**src/rtl/div_ctrl_pkg.sv**
```systemverilog
// Shared definitions for the divider issue controller: controller states,
// datapath width and watchdog counter sizing.
package div_ctrl_pkg;

    localparam int DIV_W               = 32;
    localparam int WDOG_CYCLES_DEFAULT = 64;

    typedef enum logic [1:0] {
        ST_IDLE   = 2'd0,
        ST_LAUNCH = 2'd1,
        ST_WAIT   = 2'd2,
        ST_DRAIN  = 2'd3
    } state_t;

    // Counter width needed to reach cycles-1.
    function automatic int wdog_width(input int cycles);
        return (cycles > 2) ? $clog2(cycles) : 1;
    endfunction

    localparam int WDOG_W = wdog_width(WDOG_CYCLES_DEFAULT);

endpackage

```
**src/rtl/div_ctrl_wdog.sv**
```systemverilog
// Watchdog counter: cleared when an operation launches, counts while the
// controller waits on the divider, and flags expiry at WDOG_CYCLES-1.
module div_ctrl_wdog
    import div_ctrl_pkg::*;
#(
    parameter int WDOG_CYCLES = WDOG_CYCLES_DEFAULT
) (
    input  logic clk,
    input  logic rst,
    input  logic clr,
    input  logic en,
    output logic expire
);

    localparam int             CW   = wdog_width(WDOG_CYCLES);
    localparam logic [CW-1:0]  LAST = CW'(WDOG_CYCLES - 1);

    logic [CW-1:0] count_reg;

    assign expire = en & (count_reg == LAST);

    // Saturates at LAST so a stuck expiry cannot wrap back to zero.
    always_ff @(posedge clk or posedge rst) begin
        if (rst) begin
            count_reg <= '0;
        end else if (clr) begin
            count_reg <= '0;
        end else if (en & ~expire) begin
            count_reg <= count_reg + CW'(1);
        end
    end

endmodule

```
**src/rtl/div_issue_ctrl.sv**
```systemverilog
// Initiator side of the multicycle divider handshake: launches one DIV/DIVU,
// stalls EX until done, captures q/r into HI/LO. Optional DIV_ZERO_FAST_EN.
module div_issue_ctrl
    import div_ctrl_pkg::*;
#(
    parameter int WDOG_CYCLES = WDOG_CYCLES_DEFAULT
) (
    input  logic             clk,
    input  logic             rst,
    input  logic             issue_valid,
    output logic             issue_ready,
    input  logic             issue_signed,
    input  logic [DIV_W-1:0] issue_a,
    input  logic [DIV_W-1:0] issue_b,
    input  logic             flush,
    output logic             stall,
    output logic             res_valid,
    output logic [DIV_W-1:0] res_q,
    output logic [DIV_W-1:0] res_r,
    output logic             wdog_err,
    output logic             div_en,
    output logic             div_signed,
    output logic [DIV_W-1:0] div_a,
    output logic [DIV_W-1:0] div_b,
    input  logic             div_busy,
    input  logic             div_done,
    input  logic [DIV_W-1:0] div_q,
    input  logic [DIV_W-1:0] div_r
);

    state_t state_reg, state_next;
    logic   accept;
    logic   launch;
    logic   capture;
    logic   wdog_trip;
    logic   wdog_en;
    logic   wdog_expire;
    logic   zero_fast;

    assign issue_ready = (state_reg == ST_IDLE) & ~flush & ~div_busy;
    assign accept      = issue_valid & issue_ready;
    assign stall       = (state_reg != ST_IDLE);
    assign wdog_en     = (state_reg == ST_WAIT) | (state_reg == ST_DRAIN);

`ifdef DIV_ZERO_FAST_EN
    assign zero_fast = accept & (issue_b == '0);
`else
    assign zero_fast = 1'b0;
`endif

    div_ctrl_wdog #(
        .WDOG_CYCLES (WDOG_CYCLES)
    ) u_wdog (
        .clk    (clk),
        .rst    (rst),
        .clr    (launch),
        .en     (wdog_en),
        .expire (wdog_expire)
    );

    // div_done is only trusted in WAIT/DRAIN; before the first completion it is undefined.
    always_comb begin
        state_next = state_reg;
        launch     = 1'b0;
        capture    = 1'b0;
        wdog_trip  = 1'b0;
        case (state_reg)
            ST_IDLE: begin
                if (accept & ~zero_fast) begin
                    state_next = ST_LAUNCH;
                    launch     = 1'b1;
                end
            end
            ST_LAUNCH: begin
                state_next = flush ? ST_DRAIN : ST_WAIT;
            end
            ST_WAIT: begin
                if (div_done) begin
                    state_next = ST_IDLE;
                    capture    = ~flush;
                end else if (wdog_expire) begin
                    state_next = ST_IDLE;
                    wdog_trip  = 1'b1;
                end else if (flush) begin
                    state_next = ST_DRAIN;
                end
            end
            ST_DRAIN: begin
                if (div_done) begin
                    state_next = ST_IDLE;
                end else if (wdog_expire) begin
                    state_next = ST_IDLE;
                    wdog_trip  = 1'b1;
                end
            end
            default: state_next = ST_IDLE;
        endcase
    end

    always_ff @(posedge clk or posedge rst) begin
        if (rst) begin
            state_reg  <= ST_IDLE;
            div_en     <= 1'b0;
            res_valid  <= 1'b0;
            res_q      <= '0;
            res_r      <= '0;
            wdog_err   <= 1'b0;
            div_signed <= 1'b0;
            div_a      <= '0;
            div_b      <= '0;
        end else begin
            state_reg <= state_next;
            div_en    <= launch;
            res_valid <= capture | zero_fast;
            if (wdog_trip) begin
                wdog_err <= 1'b1;
            end
            // Operands stay put for the whole flight so the divider can resample freely.
            if (launch) begin
                div_signed <= issue_signed;
                div_a      <= issue_a;
                div_b      <= issue_b;
            end
            if (capture) begin
                res_q <= div_q;
                res_r <= div_r;
            end else if (zero_fast) begin
                res_q <= '1;
                res_r <= issue_a;
            end
        end
    end

endmodule

```
**config.mk**
```make
export PLATFORM = sky130hd
export DESIGN_NAME = div_issue_ctrl
export DESIGN_NICKNAME = d
export VERILOG_FILES = /design/src/rtl/div_ctrl_pkg.sv /design/src/rtl/div_ctrl_wdog.sv /design/src/rtl/div_issue_ctrl.sv
export SDC_FILE = /design/constraint.sdc
export NUM_CORES = 1
export LEC_CHECK = 0
export BUFFER_PORTS_ARGS = -buffer_cell sky130_fd_sc_hd__buf_2
export CAP_MARGIN = 20
export CELL_PAD_IN_SITES_DETAIL_PLACEMENT = 1
export CELL_PAD_IN_SITES_GLOBAL_PLACEMENT = 2
export CORE_UTILIZATION = 30
export CTS_CLUSTER_SIZE = 25
export DETAILED_ROUTE_END_ITERATION = 16
export GPL_TIMING_DRIVEN = 0
export PLACE_DENSITY_LB_ADDON = 0.1
export SLEW_MARGIN = 20
export SYNTH_ARGS = -nofsm -noshare
export SYNTH_HDL_FRONTEND = slang
export SYNTH_HIERARCHICAL = 1
export SYNTH_SLANG_ARGS = --single-unit
```
**constraint.sdc**
```tcl
create_clock -name clk -period 5.17 [get_ports clk]
set_clock_uncertainty 0.2 [all_clocks]
set_input_delay 0.7755 -clock clk [delete_from_list [all_inputs] [get_ports clk]]
set_output_delay 0.7755 -clock clk [all_outputs]
set_load 0.02 [all_outputs]
```
==> flow_summary.yaml, run 1 <==
status:
  status: "finished, final reports clean"
clock_network:
  holdBufCountCts: 0
  root_buffer: "clkbuf_16"
  worstSkewPairLatency_ns: 0.41
  cts-buffers-inserted: 17
  htreeDepth: 4
  cts_setup_buffers: 0
  cts_tree: "done"
  cts-resized-gates: 0
  clk_pin_slew_worst_paths_ns: 0.06
  clock_sinks: 140
  clockBufferDepth: 2
sta:
  min_period_ns: 2.40
  maxSlewHeadroom_pct: 67.9
  rsz0062_at_grt: "no"
  finalCritPeriodShare_pct: 46.4
  drv_slew: 0
  worst-slew-pin-transition_ns: 0.482
  tns_ns: 0
  whs_ns: 0.128
  finalSetupViolations: 0
  fin_ws_ns: 2.77
  max_freq_ghz: 0.417
  timing.final.hold_violations: 0
global_route:
  grt_max_degree: 71
  grt_antenna_before_repair: 3
  grt_overflow: 0
  track_usage_pct: 15.6
  grt_pass1_wl_um: 21800
  first_global_vias: 4111
cells_and_area:
  nets: 757
  final-seq-area_um2: 3500
  nFillCells: 1912
  fin_cells: 862
  syn_to_final_growth_pct: 41.1
  antenna_cells: 0
  final_util_pct: 43.3
  multiInputGateArea_um2: 1850
  final_layout_size_suffix_gt1_share_pct: 71.2
  design_area_um2: 7800
critical_path:
  crit_slowest_cell: "dfrtp_1"
  critPathLaunch: "state_reg[1]$_DFFE_PP0P_"
  cp_top_family: "flip-flops"
  worst_ep_arrival_time_ns: 1.42
  cp_cell_sequence: "nor4_4 > buf_2"
  crit_buf_inv: 1
  cp-end-kind: "primary output"
  r2r_start: "state_reg[1]$_DFFE_PP0P_"
  start_kind: "flop"
  crit_fanout: 8
  worst_ep_required_time_ns: 4.19
  critical_path_class: "flop to primary output"
  max_stage_delay_ns: 0.48
synth:
  synth_top_family_by_area: "multiplexers"
  avgSynthCellArea_um2: 16.6
  muxShareOfSynthArea_pct: 28.2
  synth_xor_area_share_pct: 0
  synth_top_area_share_pct: 63.3
  synth_area_leaders: "dfrtp_1 63%, mux2_2 20%, mux2_4 7.6%"
  ys_seq_elements: 140
  synth.most_common_cell: "dfrtp_1"
  synth.distinct_cells: 36
  ys.flop_type: "dfrtp_1"
  syn_inst: 333
  syn_nets: 469
  yosysWarnings: 6
  synth_edf_count: 0
  synthAdderAreaFrac_pct: 0.226
  synthTopCellsByCount: "140 x dfrtp_1, 100 x mux2_2, 28 x mux2_4"
  synthArstFlopShare_pct: 100
  synth_seq_area_share_pct: 63.3
  synth_compound_area_share_pct: 2.22
  netlist_area_um2: 5530
  yosys.area.top_type: "dfrtp_1"
  yosys.area_share.simple_pct: 2.85
power_and_ir_drop:
  p_total_mw: 5.30
  ir_drop_mv: 0.271
  p_leak_nw: 3.97
  powerDensity_nw_per_um2: 680
routing:
  dr.pass1.iters: 3
  wl_per_cell_um: 16.8
  drc_errors: 0
  ant_nets: 0
  drt_iter0_drc: 76
  viasPerCell: 4.46
  totalWireLength_um: 14500
  vias: 3843
job:
  maxCapViolCount: 0
die:
  coreArea_um2: 18000
  die_w_um: 138
  ios: 269
  die_area_um2: 19000
  die_y_um: 138
  start_util_pct: 30.7
  rows: 49
placed_design:
  dpl.hpwl_um: 11100
  place.gp.congestion: 0.722
  placed_area_um2: 7190
  port_buffers: 268
  placed_cells: 831
  dp_worst_setup_slack_ns: 2.41
min_path:
  hold_path.class: "input port to asynchronous set/reset pin"
## where the power goes
group	switching [mW]	total, mW	internal (mW)
Clock	0.456	1.25	0.792
Sequential	0.278	1.91	1.64
Combinational	1.20	2.14	0.942
Total	1.93	5.30	3.37
## final timing paths
| check | end | slack, ns | cells past startpoint |
|---|---|---|---|
| max | issue_ready | 2.77 | 2 |
| min | u_wdog/count_reg[4]$_DFFE_PP0P_ | 0.13 | 2 |
| max reg2reg | u_wdog/count_reg[1]$_DFFE_PP0P_ | 2.85 | 8 |
| min reg2reg | wdog_err$_DFFE_PP0P_ | 0.28 | 1 |
| max in group asynchronous | res_r[20]$_DFFE_PP0P_ | 3.86 | 3 |
| min in group clk | wdog_err$_DFFE_PP0P_ | 0.28 | 1 |
## routing by layer
layer	wire length, um	track usage (%)
met5	30	0
met4	178	5.98
met3	1290	6.03
met2	7270	26.0
met1	5700	18.1
## logic make-up after synthesis
kind of cell	after synthesis
compound gates	17
fa+ha+maj	1
buf+inv	24
flops	140
mux	129
simple gates	22
## cell type report
type / count / area share [%]
flip-flops and latches: 140 / 44.9
multi-input cells: 169 / 23.7
repair buffers: 269 / 17.5
clock buffers: 20 / 5.98
well taps: 229 / 3.67
plain buffers: 17 / 1.94
clock inverters: 11 / 1.81
inverters: 7 / 0.433
## placed cells by master (no fill, tap or decap), types with 2 or more instances in the layout
| cell type | n |
|---|---|
| o211ai_1 | 2 |
| clkbuf_8 | 3 |
| o21ai_0 | 2 |
| mux2_4 | 28 |
| o311a_1 | 2 |
| nand4bb_1 | 2 |
| clkinvlp_4 | 3 |
| nand3_1 | 2 |
| clkinv_2 | 4 |
| a21oi_1 | 3 |
| mux2_2 | 100 |
| buf_2 | 272 |
| clkbuf_16 | 17 |
| inv_1 | 5 |
| bufinv_16 | 3 |
| o21bai_1 | 2 |
| dfrtp_1 | 140 |
| buf_4 | 2 |
| nand2_1 | 5 |
| buf_6 | 10 |
| nor2_1 | 2 |
| nor3b_1 | 2 |
Power figures use the tool's default switching activity.
==> run 2, diff against run 1 <==
--- a/config.mk
+++ b/config.mk
@@ -5,11 +5,12 @@
 export SDC_FILE = /design/constraint.sdc
 export NUM_CORES = 1
 export LEC_CHECK = 0
+export ABC_AREA = 1
 export BUFFER_PORTS_ARGS = -buffer_cell sky130_fd_sc_hd__buf_2
 export CAP_MARGIN = 20
 export CELL_PAD_IN_SITES_DETAIL_PLACEMENT = 1
 export CELL_PAD_IN_SITES_GLOBAL_PLACEMENT = 2
-export CORE_UTILIZATION = 30
+export CORE_UTILIZATION = 25
 export CTS_CLUSTER_SIZE = 25
 export DETAILED_ROUTE_END_ITERATION = 16
 export GPL_TIMING_DRIVEN = 0
==> constraint.sdc (replaced) <==
create_clock -name clk -period 2.4 [get_ports clk]
set_clock_uncertainty 0.2 [all_clocks]
set_input_delay 0.36 -clock clk [delete_from_list [all_inputs] [get_ports clk]]
set_output_delay 0.36 -clock clk [all_outputs]
set_load 0.02 [all_outputs]
==> run 2 against run 1 <==
  * Worst hold slack got worse by 0.062 ns
  * Non-clock buffer count increased by 146
  * Sequential share of layout area decreased by 6.9 points
  * Final cell count increased by 56%
  * Area after synthesis decreased by 0.16%
  * Setup slack got worse by 2.3 ns
  * Synthesized cell count increased by 89%
  * Combinational power increased by 100%
  * Sequential power increased by 110%
  * Routed wire length increased by 32%
  * Cell area increased by 18%
==> flow_summary.yaml, run 2 <==
routing:
  totalWireLength_um: 19100
  vias: 5626
  dr.pass1.iters: 6
  viasPerCell: 4.19
  drt_iter0_drc: 185
  drc_errors: 0
  ant_nets: 0
  wl_per_cell_um: 14.2
synth:
  ys.flop_type: "dfrtp_1"
  synthArstFlopShare_pct: 100
  synth_top_area_share_pct: 63.4
  synth_edf_count: 0
  netlist_area_um2: 5520
  synth_seq_area_share_pct: 63.4
  ys_seq_elements: 140
  synth.distinct_cells: 23
  yosysWarnings: 6
  synth.most_common_cell: "nand2_1"
  synthTopCellsByCount: "406 x nand2_1, 140 x dfrtp_1, 15 x inv_1"
  avgSynthCellArea_um2: 8.77
  syn_inst: 630
  yosys.area.top_type: "dfrtp_1"
  synth_area_leaders: "dfrtp_1 63%, nand2_1 28%, buf_2 1.3%"
  syn_nets: 766
critical_path:
  crit_fanout: 13
  rrSetupSlack_ns: 0.42
  cp-end-kind: "flop"
  critical_path_class: "flop to flop"
  critPathLaunch: "state_reg[1]$_DFFE_PP0P_"
  r2r_start: "state_reg[1]$_DFFE_PP0P_"
  worst_ep_arrival_time_ns: 2.08
  start_kind: "flop"
  rr_endpoint: "u_wdog/count_reg[0]$_DFFE_PP0P_"
  r2r_cells: 7
  worst_ep_required_time_ns: 2.51
cells_and_area:
  antenna_cells: 0
  design_area_um2: 9220
  syn_to_final_growth_pct: 67.0
  nets: 1188
  final_layout_size_suffix_gt1_share_pct: 32.0
  layout_common_cells: "406 x nand2_1, 282 x buf_2, 140 x dfrtp_1"
  final_util_pct: 42.4
  nFillCells: 2619
  fin_cells: 1344
  final_common_cell: "nand2_1"
die:
  rows: 54
  coreArea_um2: 21800
  ios: 269
  die_y_um: 151
  die_w_um: 151
  start_util_pct: 25.4
  die_area_um2: 22700
clock_network:
  cts_setup_buffers: 0
  clockBufferDepth: 2
  clk_pin_slew_worst_paths_ns: 0.06
  root_buffer: "clkbuf_16"
  cts_tree: "done"
  worstSkewPairLatency_ns: 0.42
  cts-buffers-inserted: 17
  holdBufCountCts: 130
  htreeDepth: 4
  clock_sinks: 140
  cts-resized-gates: 0
min_path:
  hold_path_end: "wdog_err$_DFFE_PP0P_"
  holdPathStages: 3
  hold_path.class: "input port to flop"
  hold_start: "div_done"
sta:
  rsz0062_at_grt: "no"
  min_period_ns: 1.98
  timing.final.hold_violations: 0
  whs_ns: 0.0659
  finalSetupViolations: 0
  maxSlewHeadroom_pct: 76.6
  drv_slew: 0
  worst-slew-pin-transition_ns: 0.352
  max_freq_ghz: 0.506
  finalCritPeriodShare_pct: 82.4
  fin_ws_ns: 0.422
global_route:
  grt_overflow: 0
  grt_util_met2_pct: 29.1
  grt_max_degree: 32
  grt_pass1_wl_um: 29800
  grt_antenna_before_repair: 0
  grt_use_met3_pct: 3.64
  first_global_vias: 5892
  grt-busiest-layer: "met2"
  track_usage_pct: 17.1
  grtUsageMet1_pct: 20.6
placed_design:
  placed_area_um2: 7330
  dp_worst_setup_slack_ns: 0.376
  port_buffers: 268
  placed_cells: 1183
  dpl.hpwl_um: 14000
  place.gp.congestion: 0.758
status:
  status: "finished, final reports clean"
power_and_ir_drop:
  powerDensity_nw_per_um2: 1200
  p_leak_nw: 5.19
  ir_drop_mv: 0.460
job:
  maxCapViolCount: 0
-- run 2: through the flow --
step           TNS (ns)  total power, mW
6_report              0             11.1
5_1_grt               0             11.8
4_1_cts               0             11.2
3_5_place_dp          0             8.30
3_3_place_gp    -111.08             8.12
2_1_floorplan         0             6.55
-- run 2: where the power goes --
| group | internal, mW | total, mW | switching, mW |
|---|---|---|---|
| combinational | 1.54 | 4.38 | 2.84 |
| clock | 1.64 | 2.69 | 1.05 |
| sequential | 3.41 | 4.00 | 0.589 |
| total | 6.59 | 11.1 | 4.48 |
-- run 2: how the worst max path moves through the flow --
stage | slack, ns | endpoint
floorplan | 0.17 | div_a[0]$_DFFE_PP0P_
global placement | -0.84 | res_r[21]$_DFFE_PP0P_
detailed placement | 0.38 | u_wdog/count_reg[4]$_DFFE_PP0P_
CTS | 0.38 | u_wdog/count_reg[0]$_DFFE_PP0P_
global route | 0.26 | u_wdog/count_reg[0]$_DFFE_PP0P_
finish | 0.42 | u_wdog/count_reg[0]$_DFFE_PP0P_
-- run 2: cell type report --
type                    instances  area, um^2  share of cell area, %
well taps                     280         350                   3.80
flip-flops and latches        140        3500                   38.0
clock inverters                13         166                   1.80
plain buffers                  29         198                   2.14
repair buffers                403        2750                   29.8
inverters                      18        71.3                  0.773
multi-input cells             443        1750                   19.0
clock buffers                  18         429                   4.65
-- run 2: routing by layer --
layer / up-vias / part of all wire [%]
met5: - / 0
met4: 0 / 2.6
met3: 31 / 4.9
met2: 158 / 49
met1: 2690 / 43
li1: 2747 / -
-- run 2: worst max-delay path: stages, from the launching register on --
cell and delay, ns:
dfrtp_1 0.46, nor2_4 0.15, nand4_2 0.12, inv_2 0.09
buf_2 0.24, clkinv_1 0.33, nand4_1 0.22, o21ai_2 0.07
-- run 2: logic make-up (layout without fill, tap and decap cells) --
logic type	count (synthesis)	in the layout	synth area share (%)
buffers and inverters	47	481	4.80
adder cells (fa/ha/maj)	1	1	0.227
AO/OA/AOI/OAI	6	6	0.906
flip-flops	140	140	63.4
AND/OR/NAND/NOR	436	436	30.6
==> run 3, diff against run 2 <==
--- a/config.mk
+++ b/config.mk
@@ -5,12 +5,12 @@
 export SDC_FILE = /design/constraint.sdc
 export NUM_CORES = 1
 export LEC_CHECK = 0
-export ABC_AREA = 1
+export ABC_AREA = 0
 export BUFFER_PORTS_ARGS = -buffer_cell sky130_fd_sc_hd__buf_2
 export CAP_MARGIN = 20
 export CELL_PAD_IN_SITES_DETAIL_PLACEMENT = 1
 export CELL_PAD_IN_SITES_GLOBAL_PLACEMENT = 2
-export CORE_UTILIZATION = 25
+export CORE_UTILIZATION = 27
 export CTS_CLUSTER_SIZE = 25
 export DETAILED_ROUTE_END_ITERATION = 16
 export GPL_TIMING_DRIVEN = 0
==> constraint.sdc (replaced) <==
create_clock -name clk -period 1.77 [get_ports clk]
set_clock_uncertainty 0.2 [all_clocks]
set_input_delay 0.2655 -clock clk [delete_from_list [all_inputs] [get_ports clk]]
set_output_delay 0.2655 -clock clk [all_outputs]
set_load 0.02 [all_outputs]
==> run 3 against run 2 <==
  * The run now ends with setup timing left
  * Sequential share of layout area shrank 3.0 points
  * Combinational power grew 74%
  * Die area shrank 7.2%
  * Global-route usage grew 0.63 points
  * Critical path type unchanged
==> flow_summary.yaml, run 3 (synthesis gave the netlist of run 1 again) <==
cells_and_area:
  design_area_um2: 10000
  final_layout_size_suffix_gt1_share_pct: 62.5
  final_common_cell: "buf_2"
  fin_cells: 1064
  nets: 922
  final-seq-area_um2: 3510
  antenna_cells: 0
  syn_to_final_growth_pct: 81.0
  nFillCells: 2054
  multiInputGateArea_um2: 2140
  layout_common_cells: "266 x buf_2, 138 x dfrtp_1, 131 x dlygate4sd3_1"
  final_util_pct: 50.6
placed_design:
  placed_area_um2: 7360
  dpl.hpwl_um: 11400
  dp_worst_setup_slack_ns: -0.327
  port_buffers: 268
  placed_cells: 870
  place.gp.congestion: 0.719
critical_path:
  crit_end: "res_q[3]$_DFFE_PP0P_"
  rrSetupSlack_ns: -0.19
  worst_ep_arrival_time_ns: 2.06
  critPathLaunch: "state_reg[1]$_DFFE_PP0P_"
  worst_ep_required_time_ns: 1.86
  r2r_cells: 7
  critical_path_class: "flop to flop"
  rr_endpoint: "res_q[3]$_DFFE_PP0P_"
  cp-end-kind: "flop"
  crit_fanout: 8
  start_kind: "flop"
  r2r_start: "state_reg[1]$_DFFE_PP0P_"
routing:
  dr.pass1.iters: 4
  drt_iter0_drc: 78
  wl_per_cell_um: 17.0
  ant_nets: 0
  viasPerCell: 4.26
  vias: 4536
  drc_errors: 0
  totalWireLength_um: 18100
die:
  rows: 51
  die_area_um2: 21100
  die_y_um: 145
  ios: 269
  start_util_pct: 28.0
  coreArea_um2: 19800
  die_w_um: 145
sta:
  worst-slew-pin-transition_ns: 0.596
  rsz0062_at_grt: "yes"
  timing.final.hold_violations: 0
  whs_ns: 0.0401
  fin_ws_ns: -0.194
  finalSetupViolations: 135
  maxSlewHeadroom_pct: 60.2
  tns_ns: -15.77
  finalCritPeriodShare_pct: 111
  max_freq_ghz: 0.509
  drv_slew: 0
  min_period_ns: 1.96
min_path:
  hold_path.class: "input port to flop"
  hold_start: "div_done"
global_route:
  track_usage_pct: 17.7
  grt_max_degree: 33
  grt_overflow: 0
  grt_pass1_wl_um: 29200
  grt_antenna_before_repair: 0
  first_global_vias: 5203
power_and_ir_drop:
  comb_power_share_pct: 45.4
  ir_drop_mv: 0.732
  pwr-share-seq_pct: 33.9
  p_int_mw: 10.7
  p_total_mw: 16.8
  switching_power_mw: 6.17
  clkPwrFrac_pct: 20.7
  powerDensity_nw_per_um2: 1680
  p_leak_nw: 4.98
  netSwitchingFraction_pct: 36.7
clock_network:
  worstSkewPairLatency_ns: 0.41
  clk_pin_slew_worst_paths_ns: 0.06
  cts-buffers-inserted: 17
  root_buffer: "clkbuf_16"
  htreeDepth: 4
  clock_sinks: 140
  clockBufferDepth: 2
  cts_tree: "done"
status:
  status: "finished with violations"
  violations: "setup timing"
job:
  maxCapViolCount: 0
==> run 3: cell types whose count changed in the layout (fill, tap and decap cells not counted), moves of 5 or more <==
cell	delta
buf_12	+10
buf_2	-16
buf_6	+10
buf_8	+8
inv_1	-11
mux2_2	+39
mux2_4	+90
nand2_1	-402
nand3_1	-7
nand4_1	-5
nor2_1	-10
==> run 3: cell type report <==
cell class,instances,area share [%]
sequential,140,35.0
clock buffer,18,4.29
buffer,16,2.21
inverter,7,0.450
timing repair buffer,435,31.9
clock inverter,14,1.45
tap,265,3.31
multi-input combinational,169,21.4
==> run 3: critical path, stage by stage, from the launching register on <==
cell and delay (ns):
dfrtp_2 0.42, inv_2 0.06, nor4_4 0.25, buf_4 0.19, buf_12 0.16, buf_12 0.12, buf_8 0.12, mux2_4 0.30
==> run 3: timing repair <==
| item | CTS | global route |
|---|---|---|
| pin swaps | 7 | 7 |
| resized for setup | 85 | 24 |
| setup buffers | 17 | 12 |
| endpoints found under the setup margin | 108 | 137 |
| gates cloned | 8 | 1 |
| hold buffers | 131 | 0 |
| hold endpoints to repair | 159 | 0 |
==> run 3: power by group through the flow <==
| stage | logic [mW] | clock network [mW] | registers, mW |
|---|---|---|---|
| 2_1_floorplan | 2.25 | 0 | 7.48 |
| 3_3_place_gp | 6.34 | 0 | 5.59 |
| 3_5_place_dp | 6.44 | 0 | 5.67 |
| 4_1_cts | 7.49 | 3.60 | 5.67 |
| 5_1_grt | 8.11 | 3.74 | 5.92 |
| 6_report | 7.64 | 3.48 | 5.70 |
==> run 3: worst min-delay path by stage <==
| stage | to | slack [ns] | cells past startpoint |
|---|---|---|---|
| after floorplan | u_wdog/count_reg[0]$_DFFE_PP0P_ | -0.14 | 1 |
| after global placement | u_wdog/count_reg[4]$_DFFE_PP0P_ | 0.05 | 2 |
| after detailed placement | u_wdog/count_reg[4]$_DFFE_PP0P_ | 0.05 | 2 |
| after CTS | wdog_err$_DFFE_PP0P_ | 0.03 | 3 |
| after global routing | wdog_err$_DFFE_PP0P_ | 0.07 | 3 |
| final | wdog_err$_DFFE_PP0P_ | 0.04 | 3 |
==> run 3: metal layers <==
layer	vias to the layer above	global-route usage, %	part of all wire (%)
li1	2092	-	-
met1	2263	21.5	42
met2	166	31.1	52
met3	15	4.21	4.8
met4	0	5.05	1.2
met5	-	0	0
